`src/rtl/instruction_fetch_unit.sv`:
```
// RV32I fetch stage: owns the PC, reads combinational instruction memory and fills the IF/ID register.
// Supports decode stalls, execute redirects and a sticky halt on misaligned or out-of-range fetch addresses.
module instruction_fetch_unit #(
    parameter logic [31:0] RESET_PC  = 32'h0000_0000,
    parameter int unsigned IMEM_LAST = 1240
) (
    input  logic        clk,
    input  logic        reset,
    input  logic        stall,
    input  logic        redirect_valid,
    input  logic [31:0] redirect_target,
    input  logic [31:0] instruction_code,
    output logic [31:0] pc,
    output logic        if_id_valid,
    output logic [31:0] if_id_pc,
    output logic [31:0] if_id_pc_plus4,
    output logic [31:0] if_id_instruction,
    output logic        fetch_fault,
    output logic [31:0] fault_pc
);

    typedef enum logic [1:0] {IDLE, RUN, HALT} state_t;

    localparam logic [32:0] LAST_ADDR = 33'(IMEM_LAST);

    state_t      state_q, state_d;
    logic [31:0] pc_q, pc_d;
    logic        vld_q, vld_d;
    logic [31:0] ifpc_q, ifpc_d;
    logic [31:0] ifpc4_q, ifpc4_d;
    logic [31:0] instr_q, instr_d;
    logic        fault_q, fault_d;
    logic [31:0] fpc_q, fpc_d;

    // Widened to 33 bits so a PC near 2^32 cannot wrap past the range check.
    function automatic logic fetch_bad(input logic [31:0] addr);
        logic [32:0] last_byte;
        last_byte = {1'b0, addr} + 33'd3;
        return (addr[1:0] != 2'b00) || (last_byte > LAST_ADDR);
    endfunction

    always_comb begin
        state_d = state_q;
        pc_d    = pc_q;
        vld_d   = vld_q;
        ifpc_d  = ifpc_q;
        ifpc4_d = ifpc4_q;
        instr_d = instr_q;
        fault_d = fault_q;
        fpc_d   = fpc_q;
        case (state_q)
            IDLE: state_d = RUN;
            RUN: begin
                if (redirect_valid) begin
                    pc_d  = redirect_target;
                    vld_d = 1'b0;
                end else if (fetch_bad(pc_q)) begin
                    state_d = HALT;
                    fault_d = 1'b1;
                    fpc_d   = pc_q;
                    vld_d   = 1'b0;
                end else if (!stall) begin
                    ifpc_d  = pc_q;
                    ifpc4_d = pc_q + 32'd4;
                    instr_d = instruction_code;
                    vld_d   = 1'b1;
                    pc_d    = pc_q + 32'd4;
                end
            end
            HALT: vld_d = 1'b0;
            default: state_d = IDLE;
        endcase
    end

    always_ff @(posedge clk) begin
        if (reset) begin
            state_q <= IDLE;
            pc_q    <= RESET_PC;
            vld_q   <= 1'b0;
            ifpc_q  <= 32'd0;
            ifpc4_q <= 32'd0;
            instr_q <= 32'd0;
            fault_q <= 1'b0;
            fpc_q   <= 32'd0;
        end else begin
            state_q <= state_d;
            pc_q    <= pc_d;
            vld_q   <= vld_d;
            ifpc_q  <= ifpc_d;
            ifpc4_q <= ifpc4_d;
            instr_q <= instr_d;
            fault_q <= fault_d;
            fpc_q   <= fpc_d;
        end
    end

    assign pc                = pc_q;
    assign if_id_valid       = vld_q;
    assign if_id_pc          = ifpc_q;
    assign if_id_pc_plus4    = ifpc4_q;
    assign if_id_instruction = instr_q;
    assign fetch_fault       = fault_q;
    assign fault_pc          = fpc_q;

endmodule

```
`config.mk`:
```
export PLATFORM = sky130hd
export DESIGN_NAME = instruction_fetch_unit
export DESIGN_NICKNAME = d
export VERILOG_FILES = /design/src/rtl/instruction_fetch_unit.sv
export SDC_FILE = /design/constraint.sdc
export NUM_CORES = 1
export LEC_CHECK = 0
export BUFFER_PORTS_ARGS = -buffer_cell sky130_fd_sc_hd__buf_4
export CAP_MARGIN = 20
export CORE_MARGIN = 8
export CORE_UTILIZATION = 56
export CTS_BUF_LIST = sky130_fd_sc_hd__clkbuf_8
export DETAILED_ROUTE_END_ITERATION = 6
export GPL_ROUTABILITY_DRIVEN = 0
export GPL_TIMING_DRIVEN = 0
export PLACE_DENSITY = 0.87
export SETUP_SLACK_MARGIN = 0.15
export SLEW_MARGIN = 20
export SYNTH_ARGS = -nofsm -noshare
export SYNTH_HDL_FRONTEND = slang
export SYNTH_SLANG_ARGS = --single-unit
```
`constraint.sdc`:
```
create_clock -name clk -period 5 [get_ports clk]
set_input_delay 0 -clock clk [delete_from_list [all_inputs] [get_ports clk]]
set_output_delay 0 -clock clk [all_outputs]
set_load 0.01 [all_outputs]
```
Word level (Yosys, flattened, before mapping):

Cells that the tools add are included.
Widths: inputs -> output; s select.

* bits in registers: 164
* logic and storage cells: 41

* add/subtract/negate cells: 2
* magnitude comparators: 1
* eq/ne operators: 7
* mux-type cells: 10
* bitwise operators: 4
* reductions and logical operators: 9

Operators with widths (count)
* $mux 32: 3
* $add 32x2->33 const B: 1
* $gt 33x11->1 const B: 1
* $add 32x3->32 const B: 1
* $reduce_and 3->1: 3
* $ne 2x2->1 const B: 3
* $pmux 2 s3: 1
* $mux 2: 2
* $ne 4x4->1 const B: 1
* $not 1->1: 4
* $reduce_and 4->1: 1
* $reduce_bool 2->1: 2
* $mux 1: 3
* $eq 2x1->1 const B: 1
* $eq 2x2->1 const B: 1
* $logic_not 2->1: 1
* $ne 2x1->1 const B: 1
* $pmux 1 s2: 1
* $reduce_and 2->1: 1
* $logic_or 1x1->1: 1

Longest topological paths before layout:

* depth after elaboration: 6
* depth in mapped cells: 13

Worst setup path after synthesis:

OpenSTA, ideal clock, no wires.

* path kind: register -> register
* start: register pc_q[3] (netlist: pc[3])
* end: register ifpc_q[6] (netlist: if_id_pc[6])
* setup time: 0.128 ns
* arrival: 3.201 ns
* slack: 1.672 ns
* cell stages (with the launch flop): 14
* buffers on the path: 4
* cell sequence: dfxtp_1 -> buf_2 -> nand2_1 -> or4b_1 -> buf_2 -> or4_1 -> mux2_4 -> o21ai_4 -> and4bb_4 -> and3_4 -> buf_12 -> buf_12 -> mux2i_1 -> nor2_1

* cells in the longest elaborated chain, start to end: 5

Ends and longest elaborated chain
* from (decl): line 27 `logic [31:0] pc_q, pc_d;`
* from (signal assigned): line 87 `pc_q <= pc_d;`
* $add 32x2->33: line 38 `last_byte = {1'b0, addr} + 33'd3;`
* $gt 33x11->1: line 39 `return (addr[1:0] != 2'b00) || (last_byte > LAST_ADDR);`
* $logic_or 1x1->1: line 39
* $not 1->1 (no line)
* $reduce_and 4->1 (no line)
* to (signal assigned): line 89 `ifpc_q <= ifpc_d;`
* to (decl): line 29 `logic [31:0] ifpc_q, ifpc_d;`

No other way between the ends.
A chain may end at the register's enable or synchronous reset.

Final worst setup path:

* start: register pc_q[3] (netlist: pc[3])
* end: register pc_q[2] (netlist: pc[2])

* cells in the longest elaborated chain, start to end: 5

Ends and longest elaborated chain (line)
* $add 32x2->33: 38
* $gt 33x11->1: 39
* $logic_or 1x1->1: 39
* $ne 2x2->1 (no line)
* $reduce_and 3->1 (no line)

No other way between the ends.

==> impl_metrics.toml <==
[outcome]
status = "finished, final reports clean"

[yosys]
ys_seq_elements = 162
synth.top_cell.area_share = 0.468
syn_inst = 729
yosys.area_share.simple = 0.216
synth_fp_nets = 801
synthFlopType = "dfxtp_1"
synth_edf_count = 0
seq_area_frac_synth = 0.468
synth_compound_area_frac = 0.112
synth-xor-area-share = 0.0126
ys_types = 65
netlist_area_um2 = 6930
synth.area.mux_share = 0.125
yosys-top-cells-area = "dfxtp_1 47%, mux2i_1 12%, nor2_1 5.6%, and2_1 4.3%, a21oi_1 3.2%"
yosys_warnings = 0
synth_fa_ha_area_frac = 0.00722
yosysMostFrequentCell = "dfxtp_1"
yosys.area.top_type = "dfxtp_1"
synth_top_family_by_area = "simple AND/OR/NAND/NOR gates"
async_flop_share = 0
avgSynthCellArea_um2 = 9.51
synth_common_cells = "162 x dfxtp_1, 103 x nor2_1, 85 x mux2i_1"

[routing]
drt-pass1-iter-count = 5
met3WireLength_um = 2820
antenna_left = 0
first_iter_violations = 744
drt_wl_total_um = 24300
top_layer_used = "met4"
wl_per_cell_um = 19.8
routed_via_density = 5.74
wl_met2_um = 11700
vias = 7017
drcViolationCount = 0
met1_length_um = 8820

[clock_network]
cts_sinks = 162
clock_latency_ns = 0.47
cts_setup_buffers = 0
cts_buffer_depth = 2
cts_buffers = 17
h-tree-depth = 4
path_clk_slew_ns = 0.09
tritoncts = "yes"
cts_root_buf = "clkbuf_8"

[hold_path]
min_from = "redirect_target[4]"
holdPathEnd = "pc[4]$_SDFFE_PP0P_"
hp-class = "primary input to flop"
min_path_cells = 4

[sta]
maxSlewViolCount = 0
setup_ws_ns = 0.699
skew_ns = 0.0120
setup_viol = 0
setup_tns_ns = 0
fin_crit_ns = 4.30
relSlewSlack = 0.487
max_freq_ghz = 0.233
fin_crit_sh = 0.860
worst_pin_slew_ns = 0.769
finalHoldViolCount = 0
rsz0062_at_grt = "false"

[critical_path]
cp_max_fo = 10
max_stage_delay_ns = 0.55
crit_path_top_delay_cell = "or4b_1"
cp_data_required_time_ns = 5.35
crit_chain = "buf_2, nand2_1, or4b_1, buf_2, or4_1, mux2_4, o21ai_4, nand4bb_2, o21ai_2, nand2_1, a32o_1, dlygate4sd3_1"
reg2reg_from = "pc[3]$_SDFFE_PP0P_"
crit_buf_inv = 3
critPathTopFamily = "simple AND/OR/NAND/NOR gates"
setup.worst_path.class = "flop to flop"
start_kind = "flop"
ff2ff_path_depth = 12
r2r_end = "pc[2]$_SDFFE_PP0P_"
worst_ep_arrival_time_ns = 4.65
setup.worst_path.end_class = "flop"
rrSetupSlack_ns = 0.70

[global_route]
grt_antenna_before_repair = 1
track_usage = 0.292
grt_pass1_vias = 7123
overflow = 0
grt_max_degree = 17
grt_first_pass_wirelength_um = 37600

[pwr]
leakagePower_nw = 4.24
netSwitchingFraction = 0.344
peakVddDrop_mv = 0.272
comb_power_share = 0.304
switchingPower_mw = 1.24
internal-power_mw = 2.38
clkPwrFrac = 0.285
seq_power_share = 0.411
power_density_nw_per_um2 = 364

[floorplan]
fp.dieH_um = 127
die_area_um2 = 16200
io_pins = 230
core_um2 = 12100
die_w_um = 127
row_count = 40
start_util = 0.575

[place]
pre_cts_ws_ns = 1.09
port_buffers = 227
hpwl_um = 16000

[layout]
final_core_util = 0.824
area_delta_synth_final_pct = 43.4
nFillCells = 733
layout.nets = 1113
drive_above_1_share = 0.286

[run]
drv_cap = 0
-- stage by stage --
stage / hold WS [ns] / instances / cell area [um^2] / total power [mW]
after global routing: 0.0575 / 1223 / 9940 / 3.75
after detailed placement: 0.244 / 1124 / 8850 / 2.53
after floorplan: 0.136 / 729 / 6930 / 2.15
after global placement: 0.231 / 1124 / 8850 / 2.51
after CTS: 0.0122 / 1222 / 9930 / 3.59
final: 0.0298 / 1223 / 9940 / 3.62
-- metal layers --
metal / up-vias / global-route usage
met4: 0 / 0.150
li1: 3186 / -
met3: 80 / 0.111
met2: 451 / 0.489
met1: 3300 / 0.316
met5: - / 0
-- state kept, by name, summed over array words and instances (netlist names) --
register and flops:
if_id_instruction 32, if_id_pc 32, if_id_pc_plus4 30, fetch_fault 1, fault_pc 32, if_id_valid 1
pc 32, state_q 2
-- how the worst max path moves through the flow --
stage / start / depth (start not counted) / endpoint / slack [ns]
3_5_place_dp: pc[2]$_SDFFE_PP0P_ / 12 / fault_pc[27]$_SDFFE_PP0P_ / 1.09
2_1_floorplan: pc[3]$_SDFFE_PP0P_ / 13 / if_id_pc[6]$_SDFFE_PP0P_ / 1.67
4_1_cts: pc[2]$_SDFFE_PP0P_ / 12 / pc[2]$_SDFFE_PP0P_ / 0.70
6_report: pc[3]$_SDFFE_PP0P_ / 12 / pc[2]$_SDFFE_PP0P_ / 0.70
3_3_place_gp: pc[2]$_SDFFE_PP0P_ / 12 / fault_pc[26]$_SDFFE_PP0P_ / 1.24
5_1_grt: pc[2]$_SDFFE_PP0P_ / 12 / pc[2]$_SDFFE_PP0P_ / 0.47
-- worst reg2reg max path: stages, from the launching register on --
cell	delay [ns]
dfxtp_1	0.36
buf_2	0.23
nand2_1	0.16
or4b_1	0.55
buf_2	0.21
or4_1	0.54
mux2_4	0.28
o21ai_4	0.18
nand4bb_2	0.26
o21ai_2	0.30
nand2_1	0.23
a32o_1	0.33
dlygate4sd3_1	0.55
-- area by class of cell --
cell class	count	area, um^2	share of cell area
Sequential cell	162	3240	0.326
Timing Repair Buffer	293	2360	0.238
Clock inverter	14	176	0.0178
Buffer	59	374	0.0376
Antenna cell	1	2.50	0.000252
Inverter	10	37.5	0.00378
Multi-Input combinational cell	498	3280	0.330
Tap cell	168	210	0.0212
Clock buffer	18	248	0.0249
-- cell usage in the layout (no fill, tap or decap), drive strengths merged, types with 3 or more instances in the layout --
master	count
nand2b	5
o31a	3
o21ai	18
bufinv	3
clkbuf	53
nand4	16
buf	251
a21oi	45
dlygate4sd3	66
inv	14
or4	7
nor3	13
a211oi	5
ha	4
xor2	3
or3	4
o211ai	3
and3	5
and2	48
clkinv	6
nor4	11
xnor2	7
nor2b	3
mux2i	85
and4	4
nand2	31
a222oi	3
nand3	21
nor2	104
o31ai	10
a311oi	7
dfxtp	162
-- cells by family after synthesis --
family / Yosys count
XOR/XNOR: 10
buffers and inverters: 69
AO/OA/AOI/OAI: 112
AND/OR/NAND/NOR: 286
flip-flops: 162
multiplexers: 86
adder cells (fa/ha/maj): 4
-- what timing repair did --
action                                 in CTS  in global routing
gates resized for setup                     0                  0
endpoints found under the hold margin      68                  0
hold buffers                               66                  0
-- power groups by stage --
stage          sequential, mW  clock (mW)  combinational (mW)
6_report                 1.49        1.03                1.10
5_1_grt                  1.50        1.09                1.16
4_1_cts                  1.48        1.04                1.07
3_5_place_dp             1.51           0                1.02
3_3_place_gp             1.51           0                1.00
2_1_floorplan            1.53           0               0.620
Power figures use the tool's default switching activity.
